<file path="config.mk">
export PLATFORM = sky130hd
export DESIGN_NAME = fifo_shift_ram_reader
export DESIGN_NICKNAME = d
export VERILOG_FILES = /design/src/rtl/fifo_shift_ram_pkg.sv /design/src/rtl/fifo_shift_ram_rd_obuf.sv /design/src/rtl/fifo_shift_ram_reader.sv
export SDC_FILE = /design/constraint.sdc
export NUM_CORES = 1
export LEC_CHECK = 0
export ABC_AREA = 1
export CAP_MARGIN = 25
export CELL_PAD_IN_SITES_DETAIL_PLACEMENT = 0
export CELL_PAD_IN_SITES_GLOBAL_PLACEMENT = 2
export CORE_MARGIN = 2
export CORE_UTILIZATION = 37
export CTS_BUF_LIST = sky130_fd_sc_hd__clkbuf_4 sky130_fd_sc_hd__clkbuf_8
export DETAILED_ROUTE_END_ITERATION = 10
export DONT_BUFFER_PORTS = 1
export GPL_TIMING_DRIVEN = 0
export MAX_ROUTING_LAYER = met4
export PLACE_DENSITY_LB_ADDON = 0.1
export SLEW_MARGIN = 40
export SYNTH_ARGS = -nofsm -noshare
export SYNTH_HDL_FRONTEND = slang
export SYNTH_SLANG_ARGS = --single-unit
</file>
<file path="constraint.sdc">
create_clock -name clk -period 3.8 [get_ports clk]
set_clock_uncertainty 0.05 [all_clocks]
set_input_delay 0.19 -clock clk [delete_from_list [all_inputs] [get_ports clk]]
set_output_delay 0.19 -clock clk [all_outputs]
set_load 0.01 [all_outputs]
</file>
<file path="src/rtl/fifo_shift_ram_pkg.sv">
// Shared constants and types for the shift-RAM read side: level address
// windows, per-level depth helper and the output buffer entry type.
package fifo_shift_ram_pkg;
  localparam int NUM_LEVELS = 11;
  localparam int ADDR_W     = 11;
  localparam int DATA_W     = 8;
  localparam int LVL_W      = 4;
  localparam int CNT_W      = 8;

  localparam int G_MIN [NUM_LEVELS] = '{0, 64, 128, 256, 384, 512, 640, 768, 1024, 1280, 1536};
  localparam int G_MAX [NUM_LEVELS] = '{16, 97, 178, 323, 468, 613, 758, 903, 1176, 1449, 1722};

  function automatic int level_depth(input int i);
    return G_MAX[i] - G_MIN[i] + 1;
  endfunction

  typedef struct packed {
    logic [LVL_W-1:0]  level;
    logic [DATA_W-1:0] data;
  } rd_entry_t;
endpackage

</file>
<file path="src/rtl/fifo_shift_ram_rd_obuf.sv">
// Output FIFO of {level, data} words returned from RAM port B.
// Occupancy is exported so the reader can reserve space before issuing reads.
module fifo_shift_ram_rd_obuf
  import fifo_shift_ram_pkg::*;
#(
  parameter int BUF_DEPTH = 4
) (
  input  logic                           clk,
  input  logic                           reset,
  input  logic                           wr_en,
  input  rd_entry_t                      din,
  input  logic                           pop,
  output rd_entry_t                      dout,
  output logic                           out_valid,
  output logic [$clog2(BUF_DEPTH+1)-1:0] buf_cnt
);
  localparam int PTR_W  = (BUF_DEPTH > 1) ? $clog2(BUF_DEPTH) : 1;
  localparam int BCNT_W = $clog2(BUF_DEPTH+1);

  rd_entry_t        mem [BUF_DEPTH];
  logic [PTR_W-1:0] wr_ptr, rd_ptr;
  logic             do_pop;

  function automatic logic [PTR_W-1:0] ptr_inc(input logic [PTR_W-1:0] p);
    return (p == PTR_W'(BUF_DEPTH-1)) ? '0 : p + 1'b1;
  endfunction

  assign out_valid = (buf_cnt != '0);
  assign do_pop    = pop && out_valid;
  assign dout      = mem[rd_ptr];

  // Storage, pointers and occupancy; contents cleared so outputs read zero after reset.
  always_ff @(posedge clk) begin
    if (reset) begin
      wr_ptr  <= '0;
      rd_ptr  <= '0;
      buf_cnt <= '0;
      for (int i = 0; i < BUF_DEPTH; i++) mem[i] <= '0;
    end else begin
      if (wr_en) begin
        mem[wr_ptr] <= din;
        wr_ptr      <= ptr_inc(wr_ptr);
      end
      if (do_pop) rd_ptr <= ptr_inc(rd_ptr);
      buf_cnt <= buf_cnt + BCNT_W'(wr_en) - BCNT_W'(do_pop);
    end
  end
endmodule

</file>
<file path="src/rtl/fifo_shift_ram_reader.sv">
// Read-side controller for the 11-level shift RAM: per-level occupancy and
// wrapping read pointers, RAM port B issue, and a valid/ready output buffer.
// Optional assertions: define FIFO_SHIFT_RAM_READER_CHECK_EN.
module fifo_shift_ram_reader #(
  parameter int ADDR_W     = 11,
  parameter int DATA_W     = 8,
  parameter int NUM_LEVELS = 11,
  parameter int BUF_DEPTH  = 4
) (
  input  logic                  clk,
  input  logic                  reset,
  input  logic                  ram_we,
  input  logic [NUM_LEVELS-1:0] push,
  input  logic                  rd_req,
  input  logic [3:0]            rd_sel,
  output logic                  rd_ack,
  output logic                  ram_re,
  output logic [ADDR_W-1:0]     addrb,
  input  logic [DATA_W-1:0]     ram_doutb,
  output logic                  out_valid,
  input  logic                  out_ready,
  output logic [DATA_W-1:0]     out_data,
  output logic [3:0]            out_level,
  output logic [NUM_LEVELS-1:0] empty,
  output logic [NUM_LEVELS-1:0] err_ovf,
  output logic                  err_sel
);
  import fifo_shift_ram_pkg::*;

  localparam int BCNT_W = $clog2(BUF_DEPTH+1);
  localparam int OCC_W  = BCNT_W + 1;

  logic [ADDR_W-1:0]     rptr [NUM_LEVELS];
  logic [CNT_W-1:0]      cnt  [NUM_LEVELS];
  logic [NUM_LEVELS-1:0] lvl_wr, lvl_rd;
  // vld_pipe[1]: read issued to RAM, vld_pipe[2]: RAM data on ram_doutb
  logic [2:1]            vld_pipe;
  logic [3:0]            lvl_s1, lvl_s2;
  logic [BCNT_W-1:0]     buf_cnt;
  logic [1:0]            inflight;
  logic [OCC_W-1:0]      occ;
  logic                  sel_ok, sel_nz;
  logic [ADDR_W-1:0]     sel_ptr;
  rd_entry_t             ob_din, ob_dout;

  // Accept decision: valid level, data present, and room reserved in the buffer.
  always_comb begin
    sel_nz  = 1'b0;
    sel_ptr = '0;
    for (int i = 0; i < NUM_LEVELS; i++) begin
      if (rd_sel == 4'(i)) begin
        sel_nz  = (cnt[i] != '0);
        sel_ptr = rptr[i];
      end
    end
    sel_ok   = (rd_sel < 4'(NUM_LEVELS));
    inflight = {1'b0, vld_pipe[1]} + {1'b0, vld_pipe[2]};
    occ      = OCC_W'(buf_cnt) + OCC_W'(inflight);
    rd_ack   = !reset && rd_req && sel_ok && sel_nz && (occ < OCC_W'(BUF_DEPTH));
    err_sel  = !reset && rd_req && !sel_ok;
    for (int i = 0; i < NUM_LEVELS; i++) begin
      lvl_wr[i] = ram_we && push[i];
      lvl_rd[i] = rd_ack && (rd_sel == 4'(i));
      empty[i]  = (cnt[i] == '0);
    end
  end

  // Per-level occupancy, read pointer wrap and sticky overflow flags.
  always_ff @(posedge clk) begin
    if (reset) begin
      err_ovf <= '0;
      for (int i = 0; i < NUM_LEVELS; i++) begin
        cnt[i]  <= '0;
        rptr[i] <= ADDR_W'(G_MIN[i]);
      end
    end else begin
      for (int i = 0; i < NUM_LEVELS; i++) begin
        if (lvl_rd[i])
          rptr[i] <= (rptr[i] == ADDR_W'(G_MAX[i])) ? ADDR_W'(G_MIN[i]) : rptr[i] + 1'b1;
        if (lvl_wr[i] && !lvl_rd[i]) begin
          if (cnt[i] == CNT_W'(level_depth(i))) err_ovf[i] <= 1'b1;
          else                                  cnt[i]     <= cnt[i] + 1'b1;
        end else if (lvl_rd[i] && !lvl_wr[i]) begin
          cnt[i] <= cnt[i] - 1'b1;
        end
      end
    end
  end

  // Read issue pipeline; clearing vld_pipe drops any word still returning after reset.
  always_ff @(posedge clk) begin
    if (reset) begin
      vld_pipe <= '0;
      addrb    <= '0;
      lvl_s1   <= '0;
      lvl_s2   <= '0;
    end else begin
      vld_pipe <= {vld_pipe[1], rd_ack};
      if (rd_ack) begin
        addrb  <= sel_ptr;
        lvl_s1 <= rd_sel;
      end
      lvl_s2 <= lvl_s1;
    end
  end

  assign ram_re = vld_pipe[1];
  assign ob_din = '{level: lvl_s2, data: ram_doutb};

  fifo_shift_ram_rd_obuf #(.BUF_DEPTH(BUF_DEPTH)) u_obuf (
    .clk       (clk),
    .reset     (reset),
    .wr_en     (vld_pipe[2]),
    .din       (ob_din),
    .pop       (out_ready),
    .dout      (ob_dout),
    .out_valid (out_valid),
    .buf_cnt   (buf_cnt)
  );

  assign out_data  = ob_dout.data;
  assign out_level = ob_dout.level;

`ifdef FIFO_SHIFT_RAM_READER_CHECK_EN
  function automatic logic in_win(input logic [3:0] l, input logic [ADDR_W-1:0] a);
    logic r;
    r = 1'b0;
    for (int i = 0; i < NUM_LEVELS; i++)
      if (l == 4'(i)) r = (int'(a) >= G_MIN[i]) && (int'(a) <= G_MAX[i]);
    return r;
  endfunction

  a_addr_win: assert property (@(posedge clk) disable iff (reset) ram_re |-> in_win(lvl_s1, addrb));
  a_push_1h:  assert property (@(posedge clk) disable iff (reset) ram_we |-> $onehot(push));
  a_buf_occ:  assert property (@(posedge clk) disable iff (reset) int'(buf_cnt) <= BUF_DEPTH);
  for (genvar g = 0; g < NUM_LEVELS; g++) begin : g_cnt_chk
    a_cnt_max: assert property (@(posedge clk) disable iff (reset) cnt[g] <= CNT_W'(level_depth(g)));
  end
`endif
endmodule

</file>
==> flow_summary.yaml <==
synthesis:
  synth_top_flop_cell: "edfxtp_1"
  synth_simple_gate_area_frac: 0.252
  synth_fa_ha_area_frac: 0.0747
  netlist_area_um2: 18000
  ys_ff_latch: 298
  synth-xor-area-share: 0.0457
  synth_top_family_by_area: "simple AND/OR/NAND/NOR gates"
  netlist-cell-type-count: 52
  seq_area_frac_synth: 0.474
  yosysWarnings: 0
  synth_edf_count: 257
  synth_async_sr_flop_share: 0
  synth.avg_cell_area_um2: 8.49
  muxShareOfSynthArea: 0
  synthesis.nets: 2251
  synthCells: 2122
  synth_compound_area_frac: 0.0777
die:
  start_util: 0.376
  dieWidth_um: 225
  num_io_pins: 77
  die-area_um2: 50500
  rows: 80
  die_h_um: 225
  core_um2: 47900
cells_and_area:
  multi_input_area_um2: 9050
  register_area_um2: 8540
  fillers: 4763
  areaGrowthSynthToFinish_pct: 23.5
  final_common_cell: "nand2_1"
  final_cell_mix: "nand2_1, nor2_1, inv_1"
  fin_nets: 2451
  drive_gt1_frac: 0.189
setup_path:
  endpoint_kind: "flop"
  critPathKind: "reg -> reg"
  crit_fanout: 5
  startpoint_type: "flop"
  worstPathRequired_ns: 4.16
  cp_data_arrival_time_ns: 4.33
grt:
  track_usage: 0.210
  grt_pass1_wl_um: 80300
  grt_antenna_before_repair: 0
  grt_pass1_vias: 14700
  grt_max_degree: 17
  grt_overflow: 0
power_and_ir_drop:
  peakVddDrop_mv: 0.244
  power_w: 0.00857
  power_density_nw_per_um2: 385
  p_leak_nw: 9.14
clock_tree:
  cts_root_buf: "clkbuf_8"
  clk_path_buf_depth: 3
  clkSlewWorstSetupHoldPaths_ns: 0.06
  tritoncts: "yes"
  cts_made_buffers: 57
  clock-sinks: 298
  ctsHtreeMaxLevel: 2
  worstSkewPairLatency_ns: 0.66
route:
  drc_errors: 0
  drt-vias-per-instance: 4.92
  drt_iter0_markers: 772
  dr.pass1.iters: 5
  drt-total-wl_um: 51400
  post_drt_wl_per_cell_um: 17.2
  ant_nets: 0
  via_count: 14700
sta:
  tns_ns: -0.740
  hold_violations: 0
  fmax_mhz: 251
  slew_headroom: 0.516
  setup_violations: 9
  timing.final.ws_setup_ns: -0.177
  rsz0062_at_grt: "true"
  final_max_slew_viol_count: 0
  tightest_slew_ns: 0.720
  period_needed_ns: 3.98
  timing.final.crit_share: 1.05
placement:
  numPortBuffers: 0
  hpwlAfterDp_um: 35800
  gp_congestion: 0.829
flow_run:
  maxCapViolations: 0
status:
  status: "finished, violations left"
  violations: "negative setup slack"
min_path:
  hold_class: "in -> reg"
[cells in the mapped netlist (2+ instances only)]
master    instances  area, µm²
a21boi_1          4       30.0
a21oi_1         117        586
a221oi_1          8       70.1
a31oi_1           3       18.8
buf_1             5       18.8
buf_2             5       25.0
buf_4             3       22.5
buf_6             2       22.5
clkbuf_1         30        113
dfxtp_1          41        821
edfxtp_1        257       7720
fa_1             11        220
ha_1             90       1130
inv_1           290       1090
inv_2            18       67.6
nand2_1         411       1540
nand2_2           3       18.8
nand3_1          98        490
nand3_2           4       40.0
nand3_4           4       70.1
nand4_1          42        263
nand4_2           6       75.1
nand4_4           3       63.8
nor2_1          349       1310
nor2_2            5       31.3
nor3_1           46        230
nor3b_1          10       75.1
nor3b_2           3       37.5
nor4_1           21        131
nor4_2            2       25.0
o21ai_0          71        355
o21ai_1           4       20.0
o21bai_1          3       22.5
o221ai_1          2       17.5
o22ai_1          21        131
o31ai_1          11       82.6
or2_1             2       12.5
or2_2            10       62.6
or4_1             2       15.0
xnor2_1          36        315
xor2_1           58        508
[critical path, stage by stage, from the launching register on]
cell,delay (ns)
edfxtp_1,0.48
nor4_4,0.57
nand2_1,0.13
nand2_2,0.14
nand3_2,0.09
nand2_2,0.12
nand4_4,0.16
buf_4,0.19
buf_6,0.11
nand3_4,0.08
nor2_4,0.06
ha_2,0.33
nand3_2,0.09
nand2_2,0.09
nand2_2,0.06
nand2_2,0.06
a21oi_2,0.06
buf_4,0.13
buf_4,0.12
buf_6,0.10
buf_6,0.10
buf_6,0.10
buf_6,0.10
xor2_1,0.15
a21oi_1,0.06
[registers in the layout (all words and copies together) (netlist names), named ones only]
| register | flops |
|---|---|
| rptr | 121 |
| cnt | 88 |
| u_obuf.mem | 48 |
| addrb | 11 |
| err_ovf | 11 |
| lvl_s1 | 4 |
| lvl_s2 | 4 |
| u_obuf.buf_cnt | 3 |
| u_obuf.rd_ptr | 2 |
| u_obuf.wr_ptr | 2 |
| vld_pipe | 2 |
[layer usage]
metal  vias up  GRT usage  routed length [µm]  share of wire
met3        73     0.0349                1780          0.035
met5         -          -                   0              0
met1      6951      0.265               23500           0.46
li1       7489          -                   -              -
met4         0     0.0457                 897          0.017
met2       180      0.354               25300           0.49
[worst paths after layout]
kind / from / endpoint / slack (ns) / depth (start not counted)
worst min-delay path: push[5] / cnt[5][7] / 0.05 / 5
worst max register to register: cnt[3][2] / cnt[8][5] / -0.18 / 24
worst min register to register: lvl_s1[3] / lvl_s2[3] / 0.37 / 2
worst max-delay path: cnt[3][2] / cnt[8][5] / -0.18 / 24
[logic make-up (layout without fill, tap and decap cells)]
| family | Yosys count | in the layout |
|---|---|---|
| AND/OR/NAND/NOR | 1025 | 1025 |
| flip-flops | 298 | 298 |
| XOR/XNOR | 94 | 94 |
| adder cells (fa/ha/maj) | 101 | 101 |
| other | 0 | 1 |
| AO/OA/AOI/OAI | 250 | 250 |
| buffers and inverters | 354 | 603 |
[repair_timing]
action,4_1_cts,5_1_grt
setup buffers,88,41
hold endpoints to repair,73,0
pin swaps,102,113
gates resized for setup,141,95
setup endpoints to repair,50,25
cloned,0,0
hold buffers,26,0
[cell type report]
cell class / count / share of cell area
flip-flops and latches: 298 / 0.384
repair buffers: 142 / 0.0546
inverters: 309 / 0.0544
clock buffers: 95 / 0.0509
clock inverters: 13 / 0.00495
well taps: 615 / 0.0346
diodes: 1 / 0.000112
multi-input cells: 1470 / 0.407
plain buffers: 44 / 0.00990
[power breakdown]
group	switching (W)	internal, W	total [W]	leakage (nW)
sequential	0.000159	0.00374	0.00390	2.95
combinational	0.000796	0.000417	0.00121	5.52
clock	0.00150	0.00195	0.00346	0.675
total	0.00246	0.00611	0.00857	9.14
[metrics by stage]
stage               std cells  cell area (µm²)  hold WS [ns]   util  setup slack (ns)
detailed placement       2738            18800         0.330  0.393             -1.12
global placement         2737            18800         0.328  0.392             -1.13
CTS                      2955            21600       0.00434  0.450            -0.255
global route             2986            22300        0.0459  0.464            -0.392
finish                   2987            22300        0.0483  0.464            -0.177
floorplan                2122            18000         0.318      -           -0.0214
Note: power is estimated with default switching activity, not from simulation.
